<file path="src/rtl/conv_layer_seq.sv">
// Job sequencer for one 9x9 single-channel conv engine: feeds the input map from BRAM,
// gates eng_start, stores engine outputs to BRAM, watchdogs the engine. Option: CONV_SEQ_RELU_EN.
module conv_layer_seq #(
    parameter int IN_PIX    = 9216,
    parameter int OUT_PIX   = 7744,
    parameter int START_OFS = 863,
    parameter int IN_AW     = 14,
    parameter int OUT_AW    = 13,
    parameter int TIMEOUT   = 1023
) (
    input  logic              clk_in,
    input  logic              rst_n,
    input  logic              go,
    output logic              busy,
    output logic              done,
    output logic              err,
    output logic              rd_en,
    output logic [IN_AW-1:0]  rd_addr,
    input  logic [15:0]       rd_data,
    output logic              eng_clr,
    output logic [15:0]       eng_map_in,
    output logic              eng_start,
    input  logic              eng_save,
    input  logic [15:0]       eng_map_out,
    output logic              wr_en,
    output logic [OUT_AW-1:0] wr_addr,
    output logic [15:0]       wr_data,
    output logic [2:0]        dbg_state
);

    localparam int WDW = $clog2(TIMEOUT + 1);
    localparam logic [IN_AW-1:0]  L_FEED_LAST = IN_AW'(IN_PIX - 1);
    localparam logic [IN_AW-1:0]  L_START     = IN_AW'(START_OFS);
    localparam logic [OUT_AW-1:0] L_OUT_FULL  = OUT_AW'(OUT_PIX);
    localparam logic [WDW-1:0]    L_WD_LAST   = WDW'(TIMEOUT - 1);

    typedef enum logic [2:0] {
        S_IDLE  = 3'd0,
        S_CLR   = 3'd1,
        S_FEED  = 3'd2,
        S_DRAIN = 3'd3,
        S_FIN   = 3'd4,
        S_FAULT = 3'd5
    } state_t;

    state_t             r_state;
    state_t             w_next;
    logic [IN_AW-1:0]   r_pix;
    logic [OUT_AW-1:0]  r_wcnt;
    logic [WDW-1:0]     r_wdog;
    logic               r_start;
    logic               r_err;
    logic               r_rd_vld;
    logic               r_go_blk;
    logic               r_wr_en;
    logic [OUT_AW-1:0]  r_wr_addr;
    logic [15:0]        r_wr_data;

    logic               w_accept;
    logic               w_active;
    logic               w_wr_full;
    logic               w_save_ok;
    logic               w_wd_cnt;
    logic               w_wd_exp;
    logic [15:0]        w_wr_val;

    // A go still high when a job finishes must drop before it can start another job.
    assign w_accept  = (r_state == S_IDLE) && go && !r_go_blk;
    assign w_active  = (r_state == S_FEED) || (r_state == S_DRAIN);
    assign w_wr_full = (r_wcnt == L_OUT_FULL);
    assign w_save_ok = w_active && eng_save && !w_wr_full;
    assign w_wd_cnt  = ((r_state == S_FEED) && r_start) || (r_state == S_DRAIN);
    assign w_wd_exp  = w_wd_cnt && !eng_save && (r_wdog == L_WD_LAST) && !w_wr_full;

`ifdef CONV_SEQ_RELU_EN
    assign w_wr_val = eng_map_out[15] ? 16'h0000 : eng_map_out;
`else
    assign w_wr_val = eng_map_out;
`endif

    always_comb begin
        w_next = r_state;
        case (r_state)
            S_IDLE:  if (w_accept) w_next = S_CLR;
            S_CLR:   w_next = S_FEED;
            S_FEED: begin
                if (w_wd_exp)                  w_next = S_FAULT;
                else if (r_pix == L_FEED_LAST) w_next = S_DRAIN;
            end
            S_DRAIN: begin
                if (w_wr_full)     w_next = S_FIN;
                else if (w_wd_exp) w_next = S_FAULT;
            end
            S_FIN:   w_next = S_IDLE;
            S_FAULT: w_next = S_IDLE;
            default: w_next = S_IDLE;
        endcase
    end

    always_ff @(posedge clk_in) begin
        if (!rst_n) begin
            r_state   <= S_IDLE;
            r_pix     <= '0;
            r_wcnt    <= '0;
            r_wdog    <= '0;
            r_start   <= 1'b0;
            r_err     <= 1'b0;
            r_rd_vld  <= 1'b0;
            r_go_blk  <= 1'b0;
            r_wr_en   <= 1'b0;
            r_wr_addr <= '0;
            r_wr_data <= '0;
        end else begin
            r_state  <= w_next;
            r_rd_vld <= (r_state == S_FEED);
            r_wr_en  <= w_save_ok;
            if (w_save_ok) begin
                r_wr_addr <= r_wcnt;
                r_wr_data <= w_wr_val;
                r_wcnt    <= r_wcnt + 1'b1;
            end
            if (w_active && eng_save) r_wdog <= '0;
            else if (w_wd_cnt)        r_wdog <= r_wdog + 1'b1;
            // Pixel START_OFS reaches eng_map_in one cycle after its address issues.
            if (r_state == S_FEED) begin
                r_pix <= r_pix + 1'b1;
                if (r_pix == L_START) r_start <= 1'b1;
            end
            if (w_next == S_FAULT) r_err <= 1'b1;
            if (r_state == S_FIN)             r_go_blk <= go;
            else if (r_state == S_IDLE && !go) r_go_blk <= 1'b0;
            if (w_accept) begin
                r_err   <= 1'b0;
                r_pix   <= '0;
                r_wcnt  <= '0;
                r_wdog  <= '0;
                r_start <= 1'b0;
            end
        end
    end

    assign busy       = (r_state == S_CLR) || w_active;
    assign done       = (r_state == S_FIN);
    assign err        = r_err;
    assign rd_en      = (r_state == S_FEED);
    assign rd_addr    = (r_state == S_FEED) ? r_pix : '0;
    assign eng_clr    = (r_state == S_CLR);
    assign eng_map_in = r_rd_vld ? rd_data : 16'h0000;
    assign eng_start  = r_start && w_active;
    assign wr_en      = r_wr_en;
    assign wr_addr    = r_wr_addr;
    assign wr_data    = r_wr_data;
    assign dbg_state  = r_state;

endmodule

</file>
<file path="config.mk">
export PLATFORM = sky130hd
export DESIGN_NAME = conv_layer_seq
export DESIGN_NICKNAME = d
export VERILOG_FILES = /design/src/rtl/conv_layer_seq.sv
export SDC_FILE = /design/constraint.sdc
export NUM_CORES = 1
export LEC_CHECK = 0
export CORE_MARGIN = 4
export CORE_UTILIZATION = 40
export CTS_CLUSTER_SIZE = 12
export DETAILED_ROUTE_END_ITERATION = 10
export GPL_TIMING_DRIVEN = 0
export PLACE_DENSITY_LB_ADDON = 0.05
export SLEW_MARGIN = 30
export SYNTH_ARGS = -nofsm -noshare
export SYNTH_HDL_FRONTEND = slang
export SYNTH_SLANG_ARGS = --single-unit
</file>
<file path="constraint.sdc">
create_clock -name clk_in -period 4.75 [get_ports clk_in]
set_input_delay 0.95 -clock clk_in [delete_from_list [all_inputs] [get_ports clk_in]]
set_output_delay 0.95 -clock clk_in [all_outputs]
set_load 0.005 [all_outputs]
</file>
=== Yosys cells after proc, flatten, opt, wreduce, memory -nomap -nowiden ===
Index checks and enable logic that the tools add are counted.

* Bits of input ports: 36
* Memories kept: 0
* Latch bits: 0
* Memory bits (writable): 0
* Logic and storage cells: 56
* Bits in registers: 74
* Output and inout bits: 69
* ROM bits: 0

* Div/mod/pow operators: 0
* $add $sub $neg: 3
* $lt $le $gt $ge: 0
* Bitwise gates (word level): 1
* Shifts and indexed selects: 0
* Equality and inequality tests: 9
* Multipliers: 0
* Reductions and logical operators: 22
* Mux-type cells: 10

{| class="wikitable"
|+ Operator list
! cell !! number
|-
| $mux W16 || 1
|-
| $mux W3 || 5
|-
| $add A14 B1 Y14 const B || 1
|-
| $eq A14 B10 Y1 const B || 1
|-
| $eq A14 B14 Y1 const B || 1
|-
| $mux W14 || 1
|-
| $add A13 B1 Y13 const B || 1
|-
| $eq A13 B13 Y1 const B || 1
|-
| $pmux W3 S4 || 1
|-
| $add A10 B1 Y10 const B || 1
|-
| $eq A10 B10 Y1 const B || 1
|-
| $logic_and A1 B1 Y1 || 10
|-
| $eq A3 B2 Y1 const B || 2
|-
| $eq A3 B3 Y1 const B || 2
|-
| $logic_not A1 Y1 || 4
|-
| $eq A3 B1 Y1 const B || 1
|-
| $logic_not A3 Y1 || 1
|-
| $logic_or A1 B1 Y1 || 3
|-
| $reduce_or A3 Y1 || 1
|-
| $mux W1 || 2
|-
| $reduce_and A2 Y1 || 1
|-
| $reduce_bool A2 Y1 || 1
|-
| $reduce_or A2 Y1 || 1
|-
| $not A1 Y1 || 1
|}

=== Depth between registers and ports, before layout ===
Gate-level depths: netlist of run 1.

* Depth after elaboration: 10
* Gate-level depth with buffers: 8

=== Worst setup path before layout of run 1 ===
Ideal clock, no wire load.

* Path kind: register to output
* From: register r_state[1] (netlist: dbg_state[1])
* To: output rd_addr[10]
* Data arrival time: 1.212 ns
* Stages on the path, launching flop included: 5
* Path slack: 2.588 ns
* Path through: dfxtp_1 > buf_4 > nor2b_1 > clkbuf_1 > and3_1

* Longest elaborated chain between the ends: 2

{| class="wikitable"
|+ Ends and longest elaborated chain
! what !! line !! text
|-
| from (decl) || 46 || <nowiki>state_t r_state;</nowiki>
|-
| from (signal assigned) || 114 || <nowiki>r_state <= w_next;</nowiki>
|-
| $eq A3 B2 Y1 || 146 || <nowiki>assign rd_addr = (r_state == S_FEED) ? r_pix : '0;</nowiki>
|-
| $mux W14 || 146 ||
|-
| to (decl) || 18 || <nowiki>output logic [IN_AW-1:0] rd_addr,</nowiki>
|}

Every way passes these cells.

=== Worst setup path in the final report of run 1 ===
* From: register r_state[1] (netlist: dbg_state[1])
* To: output rd_addr[7]

Same word-level chain as after synthesis.

==> impl_metrics.env, run 1 <==
export IMPL_gr_usage_all_layers_pct=17.1
export IMPL_r2r_end="wr_data[8]"
export IMPL_cts_resized=0
export IMPL_ant_nets=0
export IMPL_grt_pass1_vias=2798
export IMPL_drive_above_1_share_pct=5.01
export IMPL_finalCritPeriodShare_pct=69.9
export IMPL_overflow=0
export IMPL_max_slew_margin_pct=61.2
export IMPL_n_antenna_cell=0
export IMPL_regToRegSetupSlack_ns=2.70
export IMPL_core_um2=8180
export IMPL_numCtsBuffers=9
export IMPL_grt_pass1_wl_um=13700
export IMPL_grt_max_degree=13
export IMPL_rsz0062_at_grt="false"
export IMPL_drt_first_iter_violations=74
export IMPL_dp_hpwl_um=6110
export IMPL_yosysTopAreaCell="dfxtp_1"
export IMPL_yosysSeqAreaShare_pct=44.3
export IMPL_cts_setup_buffers=0
export IMPL_period_needed_ns=3.32
export IMPL_dp_cells=609
export IMPL_clk_path_buf_depth=2
export IMPL_vias=2998
export IMPL_ff2ff_path_depth=7
export IMPL_crit_required_ns=3.80
export IMPL_final_nets=556
export IMPL_gr_usage_met1_pct=22.6
export IMPL_port_buffers=104
export IMPL_status="complete, no violations"
export IMPL_regToRegStartpoint="r_wcnt[0]"
export IMPL_firstDrtPassIters=4
export IMPL_synth_edf_count=0
export IMPL_fmax_mhz=301
export IMPL_worst_pin_slew_ns=0.578
export IMPL_fin_cells=624
export IMPL_yosys_top_cells_count="nand2_1, dfxtp_1, nor2_1"
export IMPL_busiest_layer="met2"
export IMPL_grt_util_met3_pct=3.86
export IMPL_gp_congestion=0.803
export IMPL_yosys_warnings=0
export IMPL_routedWlPerCell_um=13.1
export IMPL_dieArea_um2=9880
export IMPL_htreeDepth=3
export IMPL_finalSetupViolations=0
export IMPL_synth_flop_cell="dfxtp_1"
export IMPL_use_met2_pct=26.8
export IMPL_power_density_nw_per_um2=272
export IMPL_cp_start_kind="register"
export IMPL_cp_end_kind="output port"
export IMPL_n_fill_cell=783
export IMPL_area_growth_pct=41.6
export IMPL_ir_worst_vdd_v=0.000141
export IMPL_ctsHoldBuffers=0
export IMPL_root_buffer="clkbuf_8"
export IMPL_min_path_cells=2
export IMPL_synth_top_cell_area_share_pct=44.3
export IMPL_synth_seq_cells=74
export IMPL_clk_latency_ns=0.34
export IMPL_finalSetupTns_ns=0
export IMPL_antenna_found_initial=0
export IMPL_netlist_instances=400
export IMPL_clock_sinks=74
export IMPL_dieHeight_um=99.4
export IMPL_ys_types=42
export IMPL_cp_max_fo=10
export IMPL_clk_pin_slew_worst_paths_ns=0.07
export IMPL_skew_ns=0.00768
export IMPL_drcViolationCount=0
export IMPL_synth_area_top_cells="dfxtp_1, nand2_1, a21boi_0"
export IMPL_rows=33
export IMPL_criticalPathCategory="register to output port"
export IMPL_drv_slew=0
export IMPL_synthArstFlopShare_pct=0
export IMPL_io_pins=105
export IMPL_synth_area_um2=3340
export IMPL_min_to="err"
export IMPL_min_from="err"
export IMPL_synthMostInstantiatedCell="nand2_1"
export IMPL_hold_class="register to register"
export IMPL_maxCapViolCount=0
export IMPL_die_w_um=99.4
export IMPL_start_util_pct=40.9
export IMPL_totalWireLength_um=8180
export IMPL_crit_arrival_ns=2.37
export IMPL_synth_area_per_cell_um2=8.35
export IMPL_hold_viol=0
export IMPL_leakage_nw=1.66
export IMPL_synth_nets=441
export IMPL_cts_tree="done"
export IMPL_routed_via_density=4.80
power by group:
group | internal, mW | total [mW] | switching (mW)
combinational | 0.0657 | 0.120 | 0.0546
clock | 0.306 | 0.536 | 0.229
sequential | 0.628 | 0.633 | 0.00534
total | 1.00 | 1.29 | 0.289
sequential cells by signal, indices dropped and copies added, names as in the netlist:
register   cells
r_go_blk       1
r_wcnt        13
err            1
r_start        1
r_wdog        10
wr_data       16
wr_addr       13
wr_en          1
dbg_state      3
r_rd_vld       1
r_pix         14
final cells by class:
| cell class | instances | area, um2 | share of cell area (%) |
|---|---|---|---|
| clock buffers | 10 | 138 | 2.91 |
| repair buffers | 104 | 1040 | 22.0 |
| flip-flops and latches | 74 | 1480 | 31.3 |
| multi-input cells | 299 | 1730 | 36.7 |
| plain buffers | 20 | 100 | 2.12 |
| clock inverters | 5 | 78.8 | 1.67 |
| inverters | 7 | 26.3 | 0.555 |
| well taps | 105 | 131 | 2.78 |
how the worst max path moves through the flow:
stage | cells past startpoint | endpoint | start | slack (ns)
2_1_floorplan | 4 | rd_addr[10] | dbg_state[1] | 2.59
3_3_place_gp | 3 | eng_map_in[5] | rd_data[5] | 1.78
3_5_place_dp | 3 | eng_map_in[6] | rd_data[6] | 1.76
4_1_cts | 5 | rd_addr[7] | dbg_state[1] | 1.45
5_1_grt | 5 | rd_addr[7] | dbg_state[1] | 1.25
6_report | 5 | rd_addr[7] | dbg_state[1] | 1.43
stage by stage:
step / power, mW / instance area, um2 / setup WS (ns) / util [%] / hold slack (ns)
2_1_floorplan: 0.698 / 3340 / 2.59 / - / 0.442
3_3_place_gp: 0.768 / 4510 / 1.78 / 55.2 / 0.448
3_5_place_dp: 0.769 / 4510 / 1.76 / 55.2 / 0.441
4_1_cts: 1.30 / 4730 / 1.45 / 57.9 / 0.460
5_1_grt: 1.35 / 4730 / 1.25 / 57.9 / 0.487
6_report: 1.29 / 4730 / 1.43 / 57.9 / 0.457
cells in the final DEF, fill, tap and decap left out, types with 3 or more instances in the layout:
cell type          n
a21oi_1           10
and2_1            21
and4_1             5
a21boi_0          29
nor2_1            42
clkbuf_1          12
and3_1            14
or3_1              5
xor2_1            19
nand2b_1           3
dfxtp_1           74
clkbuf_8          10
nand2_1           80
clkdlybuf4s50_1  104
inv_1              7
nand3_1            7
o21ai_0            6
nand4_1           12
nor3_1            10
buf_4              4
ha_1               5
xnor2_1           10
per-layer routing:
metal | share of wire [%] | routed length [um]
met1 | 47 | 3840
met2 | 46 | 3770
met3 | 5.0 | 410
met4 | 1.9 | 159
met5 | 0 | 0
cell families after synthesis:
family | after synthesis | synth area share [%]
compound gates | 51 | 10.4
xor+xnor | 29 | 7.60
fa+ha+maj | 5 | 1.87
buf+inv | 27 | 3.78
flops | 74 | 44.3
mux | 1 | 0.300
simple gates | 213 | 31.7
critical path, stage by stage, from the launching register on:
cell and delay (ns):
dfxtp_1 0.36, buf_4 0.19, nor2b_1 0.41, clkbuf_1 0.33, and3_1 0.22, clkdlybuf4s50_1 0.51
(Power assumes the default switching activity.)
==> run 2: changes to the inputs <==
==> constraint.sdc (replaced) <==
create_clock -name clk_in -period 3.1 [get_ports clk_in]
set_input_delay 0.62 -clock clk_in [delete_from_list [all_inputs] [get_ports clk_in]]
set_output_delay 0.62 -clock clk_in [all_outputs]
set_load 0.005 [all_outputs]
==> run 2 against run 1 <==
Compared with the run above: clock-buffer cell count is the same; total power grew 53%; sequential power grew 53%; cell area is essentially flat.
==> impl_metrics.env, run 2 (synthesis results as in run 1) <==
export IMPL_clk_path_buf_depth=2
export IMPL_regToRegStartpoint="r_wcnt[0]"
export IMPL_crit_arrival_ns=2.25
export IMPL_antenna_found_initial=0
export IMPL_drive_above_1_share_pct=5.20
export IMPL_totalWireLength_um=8200
export IMPL_p_total_mw=1.97
export IMPL_r2r_end="wr_data[8]"
export IMPL_grt_pass1_wl_um=13700
export IMPL_hold_class="register to register"
export IMPL_clk_latency_ns=0.34
export IMPL_gp_congestion=0.803
export IMPL_maxCapViolCount=0
export IMPL_vias=3000
export IMPL_finalSetupTns_ns=0
export IMPL_regToRegSetupSlack_ns=1.06
export IMPL_final_nets=556
export IMPL_root_buffer="clkbuf_8"
export IMPL_finalCritPeriodShare_pct=92.5
export IMPL_dieArea_um2=9880
export IMPL_grt_pass1_vias=2798
export IMPL_htreeDepth=3
export IMPL_ff2ff_path_depth=7
export IMPL_core_um2=8180
export IMPL_clk_pin_slew_worst_paths_ns=0.07
export IMPL_crit_required_ns=2.48
export IMPL_pre_cts_ws_ns=0.522
export IMPL_min_from="err"
export IMPL_dieHeight_um=99.4
export IMPL_cp_end_kind="output port"
export IMPL_final_core_util_pct=57.9
export IMPL_power_density_nw_per_um2=417
export IMPL_drt_first_iter_violations=72
export IMPL_gr_usage_all_layers_pct=17.1
export IMPL_die_w_um=99.4
export IMPL_routedWlPerCell_um=13.1
export IMPL_max_slew_margin_pct=62.0
export IMPL_cp_start_kind="register"
export IMPL_cts_setup_buffers=0
export IMPL_final_common_cell="clkdlybuf4s50_1"
export IMPL_rsz0062_at_grt="false"
export IMPL_area_growth_pct=41.6
export IMPL_ir_worst_vdd_v=0.000218
export IMPL_drv_slew=0
export IMPL_finalSetupViolations=0
export IMPL_port_buffers=104
export IMPL_status="complete, no violations"
export IMPL_finalWorstSetupSlack_ns=0.231
export IMPL_period_needed_ns=2.87
export IMPL_cts_tree="done"
export IMPL_routed_via_density=4.81
export IMPL_hold_viol=0
export IMPL_start_util_pct=40.9
export IMPL_rows=33
export IMPL_grt_max_degree=13
export IMPL_firstDrtPassIters=5
export IMPL_ant_nets=0
export IMPL_min_to="err"
export IMPL_cp_max_fo=10
export IMPL_fmax_mhz=349
export IMPL_min_path_cells=2
export IMPL_skew_ns=0.00857
export IMPL_dp_hpwl_um=6110
export IMPL_fin_hold_ws_ns=0.457
export IMPL_overflow=0
export IMPL_io_pins=105
export IMPL_largest_register_ffs=16
export IMPL_final_cell_mix="clkdlybuf4s50_1, nand2_1, dfxtp_1"
export IMPL_n_antenna_cell=0
export IMPL_worst_pin_slew_ns=0.565
export IMPL_clock_sinks=74
export IMPL_numCtsBuffers=9
export IMPL_leakage_nw=1.66
export IMPL_drcViolationCount=0
export IMPL_criticalPathCategory="register to output port"
run 2: metal layers:
metal / track usage, % / vias up / part of all wire (%)
li1: - / 1572 / -
met1: 22.6 / 1353 / 47
met2: 26.8 / 63 / 47
met3: 3.86 / 12 / 4.9
met4: 7.04 / 0 / 1.8
met5: 0 / - / 0
run 2: repair_timing:
item	4_1_cts	5_1_grt
hold buffers	0	0
resized for setup	0	1
endpoints found under the setup margin	0	9
run 2: per-stage QoR:
step	std cells	cell area, um2
6_report	624	4730
5_1_grt	624	4730
2_1_floorplan	400	3340
4_1_cts	624	4730
3_5_place_dp	609	4510
3_3_place_gp	609	4510
run 2: area by class of cell:
cell class / count / area (um2)
buffer: 20 / 100
clock buffer: 10 / 138
clock inverter: 5 / 78.8
fill: 784 / 3440
inverter: 7 / 26.3
multi-input combinational: 299 / 1740
sequential: 74 / 1480
tap: 105 / 131
timing repair buffer: 104 / 1040
run 2: critical path: stages (launching register included):
cell and delay (ns):
dfxtp_1 0.36, buf_4 0.19, nor2b_2 0.31, clkbuf_1 0.32
and3_1 0.22, clkdlybuf4s50_1 0.51
run 2: worst max-delay path by stage:
stage	to	from	slack, ns
after floorplan	rd_addr[10]	dbg_state[1]	1.27
after detailed placement	rd_addr[9]	dbg_state[1]	0.52
final	rd_addr[7]	dbg_state[1]	0.23
after CTS	rd_addr[7]	dbg_state[1]	0.13
after global routing	rd_addr[7]	dbg_state[1]	0.07
after global placement	rd_addr[7]	dbg_state[1]	0.49
run 2: where the power goes:
part	internal, mW	switching, mW
combinational	0.101	0.0838
sequential	0.962	0.00815
clock	0.469	0.350
==> run 3: changes to the inputs <==
--- a/config.mk
+++ b/config.mk
@@ -7,6 +7,7 @@
 export LEC_CHECK = 0
 export CORE_MARGIN = 4
 export CORE_UTILIZATION = 40
+export CTS_BUF_LIST = sky130_fd_sc_hd__clkbuf_8
 export CTS_CLUSTER_SIZE = 12
 export DETAILED_ROUTE_END_ITERATION = 10
 export GPL_TIMING_DRIVEN = 0
==> results of run 3 <==
No change in the layout: final DEF, timing and power equal those of run 2.
==> patch 1, RTL diff (config.mk and constraints of run 2) <==
One comparison of `r_wcnt` changes from == to >=.
--- a/src/rtl/conv_layer_seq.sv
+++ b/src/rtl/conv_layer_seq.sv
@@ -67,7 +67,7 @@
     // A go still high when a job finishes must drop before it can start another job.
     assign w_accept  = (r_state == S_IDLE) && go && !r_go_blk;
     assign w_active  = (r_state == S_FEED) || (r_state == S_DRAIN);
-    assign w_wr_full = (r_wcnt == L_OUT_FULL);
+    assign w_wr_full = (r_wcnt >= L_OUT_FULL);
     assign w_save_ok = w_active && eng_save && !w_wr_full;
     assign w_wd_cnt  = ((r_state == S_FEED) && r_start) || (r_state == S_DRAIN);
     assign w_wd_exp  = w_wd_cnt && !eng_save && (r_wdog == L_WD_LAST) && !w_wr_full;
Check against the original RTL: no difference found for any inputs over 10 cycles, from zero or initial values and one cycle with rst_n low; that may be too few to reach the edited logic, so the function may still have changed.
==> patch 1 against run 2 <==
  * Setup slack got worse by 0.016 ns
  * Synthesized area rose by 0.94%
  * Die area rose by 0.86%
  * Highest routed layer unchanged
  * Critical path type unchanged
  * Largest cell class unchanged
  * Design area rose by 0.42%
  * Sequential cell count did not move
  * Clock skew rose by 0.0051 ns
  * Critical path depth rose by 1
  * Wire length rose by 0.48%
  * Total power fell by 2.9%
==> patch 1: results (changes against run 2) <==
run_status:
  outcome: "complete, no violations"  # unchanged
sta:
  worst_clock_skew_ns: 0.0137  # was 0.00857 ns
  worst_pin_slew_ns: 0.509  # was 0.565 ns
pwr:
  irDropWorstVdd_mv: 0.230  # was 0.218 mV
  swShare_pct: 23.9  # was 22.4%
  leakagePower_nw: 1.56  # was 1.66 nW
drt:
  vias: 3145  # was 3000
  routedWlPerCell_um: 13.0  # was 13.1 um
  drt_iter0_drc: 114  # was 72
synthesis:
  synth_cell_type_count: 44  # was 42
  async_flop_share_pct: 0  # unchanged
  synth.area.top_cells: "dfxtp_1, nand2_1, and2_1"  # was dfxtp_1, nand2_1, a21boi_0
  yosys-top-cells-count: "dfxtp_1, nand2_1, nor2_1, and2_1, a21boi_0"  # was nand2_1, dfxtp_1, nor2_1, a21boi_0, and2_1
  syn_nets: 449  # was 441
  synthFlopType: "dfxtp_1"  # unchanged
  ys_seq_area_share_pct: 43.9  # was 44.3%
placed_design:
  dpl_cell_area_um2: 4550  # was 4510 um2
  gp_congestion: 0.776  # was 0.803
  dp_hpwl_um: 6210  # was 6110 um
  post-place-ws_ns: 0.278  # was 0.522 ns
grt:
  antenna_found_initial: 0  # unchanged
  grt_max_degree: 14  # was 13
  grt_pass1_wl_um: 13800  # was 13700 um
  track_usage_pct: 16.9  # was 17.1%
  first_global_vias: 2993  # was 2798
setup_path:
  slowest_delay_ns: 0.51  # about the same
layout:
  drive_above_1_share_pct: 6.63  # was 5.20%
  nets: 564  # was 556
  fill_cells: 789  # was 784
clock_tree:
  cts_repair_resize_count: 2  # was 0
  cts_buffers: 9  # unchanged
  clockBufferDepth: 2  # unchanged
-- patch 1: cell count changes after synthesis, moves of 4 or more --
| cell | change |
|---|---|
| a21oi_1 | +8 |
| o31ai_1 | +4 |
| a21boi_1 | +6 |
| o21ai_0 | +4 |
| inv_1 | +5 |
| nor2_1 | -6 |
| buf_2 | +5 |
| and2_1 | +9 |
| nand2_1 | -7 |
| or3_1 | +6 |
| nor4_1 | +4 |
| and3_1 | -12 |
| xor2_1 | -9 |
| a21boi_0 | -6 |
-- patch 1: final timing paths --
path	start	end	slack, ns	cells past startpoint
worst min register to register	err$_SDFFE_PP0N_	err$_SDFFE_PP0N_	0.45	2
worst min-delay path	err$_SDFFE_PP0N_	err$_SDFFE_PP0N_	0.45	2
worst max-delay path	dbg_state[1]$_SDFF_PN0_	rd_addr[1]	0.22	6
worst max register to register	dbg_state[0]$_SDFF_PN0_	r_pix[10]$_SDFFE_PP0N_	1.16	5
-- patch 1: kinds of logic after synthesis --
| kind of cell | Yosys count | synth area share, % |
|---|---|---|
| xor gates and xnor gates | 22 | 5.71 |
| and+or+nand+nor | 202 | 30.5 |
| buffers and inverters | 32 | 3.93 |
| adders and majority gates | 5 | 1.85 |
| AOI/OAI and AO/OA | 73 | 14.1 |
| DFF | 74 | 43.9 |
-- patch 1: final cells by class --
cell class	instances	area (um2)	area share, %
well taps	105	131	2.76
repair buffers	104	1040	21.9
inverters	12	45.0	0.948
plain buffers	20	88.8	1.87
multi-input cells	302	1760	37.1
flip-flops and latches	74	1480	31.2
clock inverters	6	65.1	1.37
clock buffers	10	138	2.90
-- patch 1: power groups by stage --
stage | Combinational (mW) | Clock (mW) | Sequential, mW
global placement | 0.182 | 0 | 0.996
finish | 0.183 | 0.761 | 0.974
global route | 0.201 | 0.822 | 0.976
detailed placement | 0.184 | 0 | 0.996
CTS | 0.185 | 0.783 | 0.974
floorplan | 0.0763 | 0 | 0.994
-- patch 1: layer usage --
| layer | global-route usage, % | vias to the layer above | part of all wire [%] |
|---|---|---|---|
| met3 | 4.31 | 12 | 6.5 |
| li1 | - | 1623 | - |
| met5 | 0 | - | 0 |
| met1 | 21.2 | 1424 | 46 |
| met2 | 27.2 | 86 | 46 |
| met4 | 7.88 | 0 | 1.6 |
-- patch 1: per-stage QoR --
stage	instances	power, mW
2_1_floorplan	408	1.07
3_3_place_gp	617	1.18
3_5_place_dp	617	1.18
4_1_cts	633	1.94
5_1_grt	633	2.00
6_report	633	1.92
-- patch 1: critical path: cells and delay by family (launching register included) --
| kind | cells | cell delay [ns] |
|---|---|---|
| buffers and inverters | 3 | 0.99 |
| DFF | 1 | 0.42 |
| and+or+nand+nor | 3 | 0.51 |
==> patch 2, RTL diff (config.mk and constraints of run 2) <==
Without the edit above. Change the parameter `IN_AW` from 14 to 16.
--- a/src/rtl/conv_layer_seq.sv
+++ b/src/rtl/conv_layer_seq.sv
@@ -4,7 +4,7 @@
     parameter int IN_PIX    = 9216,
     parameter int OUT_PIX   = 7744,
     parameter int START_OFS = 863,
-    parameter int IN_AW     = 14,
+    parameter int IN_AW     = 16,
     parameter int OUT_AW    = 13,
     parameter int TIMEOUT   = 1023
 ) (
Interface: changed (resized rd_addr); port bits go from 105 to 107. No check against the original RTL was run, so the function may have changed too.
==> patch 2 against run 2 <==
  * Setup slack improved by 0.056 ns
  * Critical endpoint is now rd_addr[4]
  * Design area down 0.21%
  * Total power shrank 3.4%
  * Wire length down 2.0%
  * Critical path depth up 1
  * Synthesized area about the same
  * Sequential share of layout area grew 0.91 points
  * Clock skew grew 0.0013 ns
  * Hold slack worse by 0.0088 ns
  * Clock power fell by 10%
  * Via count increased by 1.8%
  * Sequential cell count grew 2
==> patch 2: results (changes against run 2) <==
placed_design:
  io_buffers: 106  # was 104
  post-place-ws_ns: 0.333  # was 0.522 ns
  dp_hpwl_um: 6030  # was 6110 um
  gp_congestion: 0.820  # was 0.803
setup_path:
  rr_endpoint: "r_wcnt[1]$_SDFFE_PP0P_"  # was wr_data[8]$_SDFFE_PN0P_
  cp_slowest_cell: "clkdlybuf4s50_1"  # unchanged
  critical-path-top-delay-family: "buffers and inverters"  # unchanged
  cp.arrival_ns: 2.19  # was 2.25 ns
  slowest_delay_ns: 0.50
  r2r_start: "r_wcnt[1]$_SDFFE_PP0P_"  # was r_wcnt[0]$_SDFFE_PP0P_
  reg2reg_setup_slack_ns: 0.94  # was 1.06 ns
  r2r_cells: 7  # unchanged
  cp_max_fo: 17  # was 10
clock_tree:
  postCtsSetupRepairBufs: 0  # unchanged
  h-tree-depth: 3  # unchanged
  cts_buffers: 9  # unchanged
  root_buffer: "clkbuf_8"  # unchanged
  insertion_delay_ns: 0.34  # about the same
  clockBufferDepth: 2  # unchanged
  clkSlewWorstSetupHoldPaths_ns: 0.08
pwr:
  irDropWorstVdd_mv: 0.252  # was 0.218 mV
  leakagePower_nw: 1.60  # was 1.66 nW
drt:
  drt_iter0_drc: 85  # was 72
  routedWlPerCell_um: 12.7  # was 13.1 um
  viasPerCell: 4.83  # was 4.81
  drtPass1Iterations: 4  # was 5
synthesis:
  yosys-top-cells-count: "dfxtp_1, nand2_1, nor2_1, a21oi_1, and2_1"  # was nand2_1, dfxtp_1, nor2_1, a21boi_0, and2_1
  ys_seq_area_share_pct: 45.5  # was 44.3%
  async_flop_share_pct: 0  # unchanged
  ys_warn_count: 0  # unchanged
  synthFlopType: "dfxtp_1"  # unchanged
  synth.area.top_cells: "dfxtp_1, nand2_1, and2_1"  # was dfxtp_1, nand2_1, a21boi_0
  syn_nets: 448  # was 441
  synth_cell_type_count: 43  # was 42
min_path:
  min_to: "err$_SDFFE_PP0N_"  # unchanged
  hold_depth: 2  # unchanged
  hold_path.class: "reg2reg"  # unchanged
  min_from: "err$_SDFFE_PP0N_"  # unchanged
grt:
  grt_util_met3_pct: 4.84  # was 3.86%
  use_met1_pct: 20.2  # was 22.6%
  antenna_found_initial: 0  # unchanged
  grt_use_met2_pct: 27.8  # was 26.8%
  first_global_vias: 2986  # was 2798
  grt_max_degree: 18  # was 13
  grt_pass1_wl_um: 13500  # was 13700 um
  track_usage_pct: 16.8  # was 17.1%
sta:
  worst_clock_skew_ns: 0.00987  # was 0.00857 ns
  relSlewSlack_pct: 62.2  # was 62.0%
  drv_slew: 0  # unchanged
layout:
  nets: 564  # was 556
  num_antenna_cells: 0  # unchanged
  drive_above_1_share_pct: 4.93  # was 5.20%
run_status:
  outcome: "complete, no violations"  # unchanged
patch 2: repair_timing:
item | CTS | global route
setup endpoints to repair | 9 | 15
resized for setup | 0 | 1
gates cloned | 0 | 0
patch 2: cells by family (layout without fill, tap and decap cells):
logic type,Yosys count,in the layout,share of synthesized area [%]
adder cells (fa/ha/maj),5,5,1.87
AO/OA/AOI/OAI,45,45,7.53
AND/OR/NAND/NOR,221,221,32.8
XOR/XNOR,33,33,8.65
flip-flops,76,76,45.5
multiplexers,1,1,0.300
buffers and inverters,26,146,3.26
patch 2: power breakdown:
group          total (mW)  switching [mW]  internal [mW]
Sequential          0.997         0.00977          0.987
Clock               0.735           0.350          0.385
Combinational       0.175          0.0795         0.0957
patch 2: area by class of cell:
class	count	area, um2
fill	772	3450
multi-input combinational	305	1710
sequential	76	1520
timing repair buffer	106	1060
clock buffer	10	138
tap	105	131
buffer	16	71.3
clock inverter	5	52.6
inverter	9	37.5
patch 2: stage by stage:
step	instance area, um2	util, %	instances	power [mW]	hold slack [ns]
final	4720	57.8	632	1.91	0.448
after global routing	4720	57.8	632	1.99	0.474
after CTS	4720	57.7	632	1.93	0.452
after detailed placement	4530	55.4	618	1.20	0.440
after global placement	4530	55.4	618	1.20	0.439
after floorplan	3340	-	407	1.09	0.442
patch 2: worst max-delay path by stage:
stage	startpoint	cells past startpoint	slack [ns]	end
floorplan	dbg_state[1]$_SDFF_PN0_	6	1.01	rd_addr[10]
global placement	dbg_state[1]$_SDFF_PN0_	7	0.36	rd_addr[8]
detailed placement	dbg_state[1]$_SDFF_PN0_	7	0.33	rd_addr[7]
CTS	dbg_state[1]$_SDFF_PN0_	6	0.11	rd_addr[15]
global route	dbg_state[1]$_SDFF_PN0_	6	0.12	rd_addr[1]
finish	dbg_state[1]$_SDFF_PN0_	6	0.29	rd_addr[4]
patch 2: per-layer routing:
layer | wire length [um] | vias up
met2 | 3630 | 83
met4 | 154 | 0
met1 | 3660 | 1384
met3 | 603 | 12
li1 | - | 1576
met5 | 0 | -
patch 2: worst min-delay path: cells and delay by family, from the launching register on:
| family | cells | cell delay, ns |
|---|---|---|
| flip-flops | 1 | 0.31 |
| AO/OA/AOI/OAI | 1 | 0.05 |
| buffers and inverters | 1 | 0.05 |
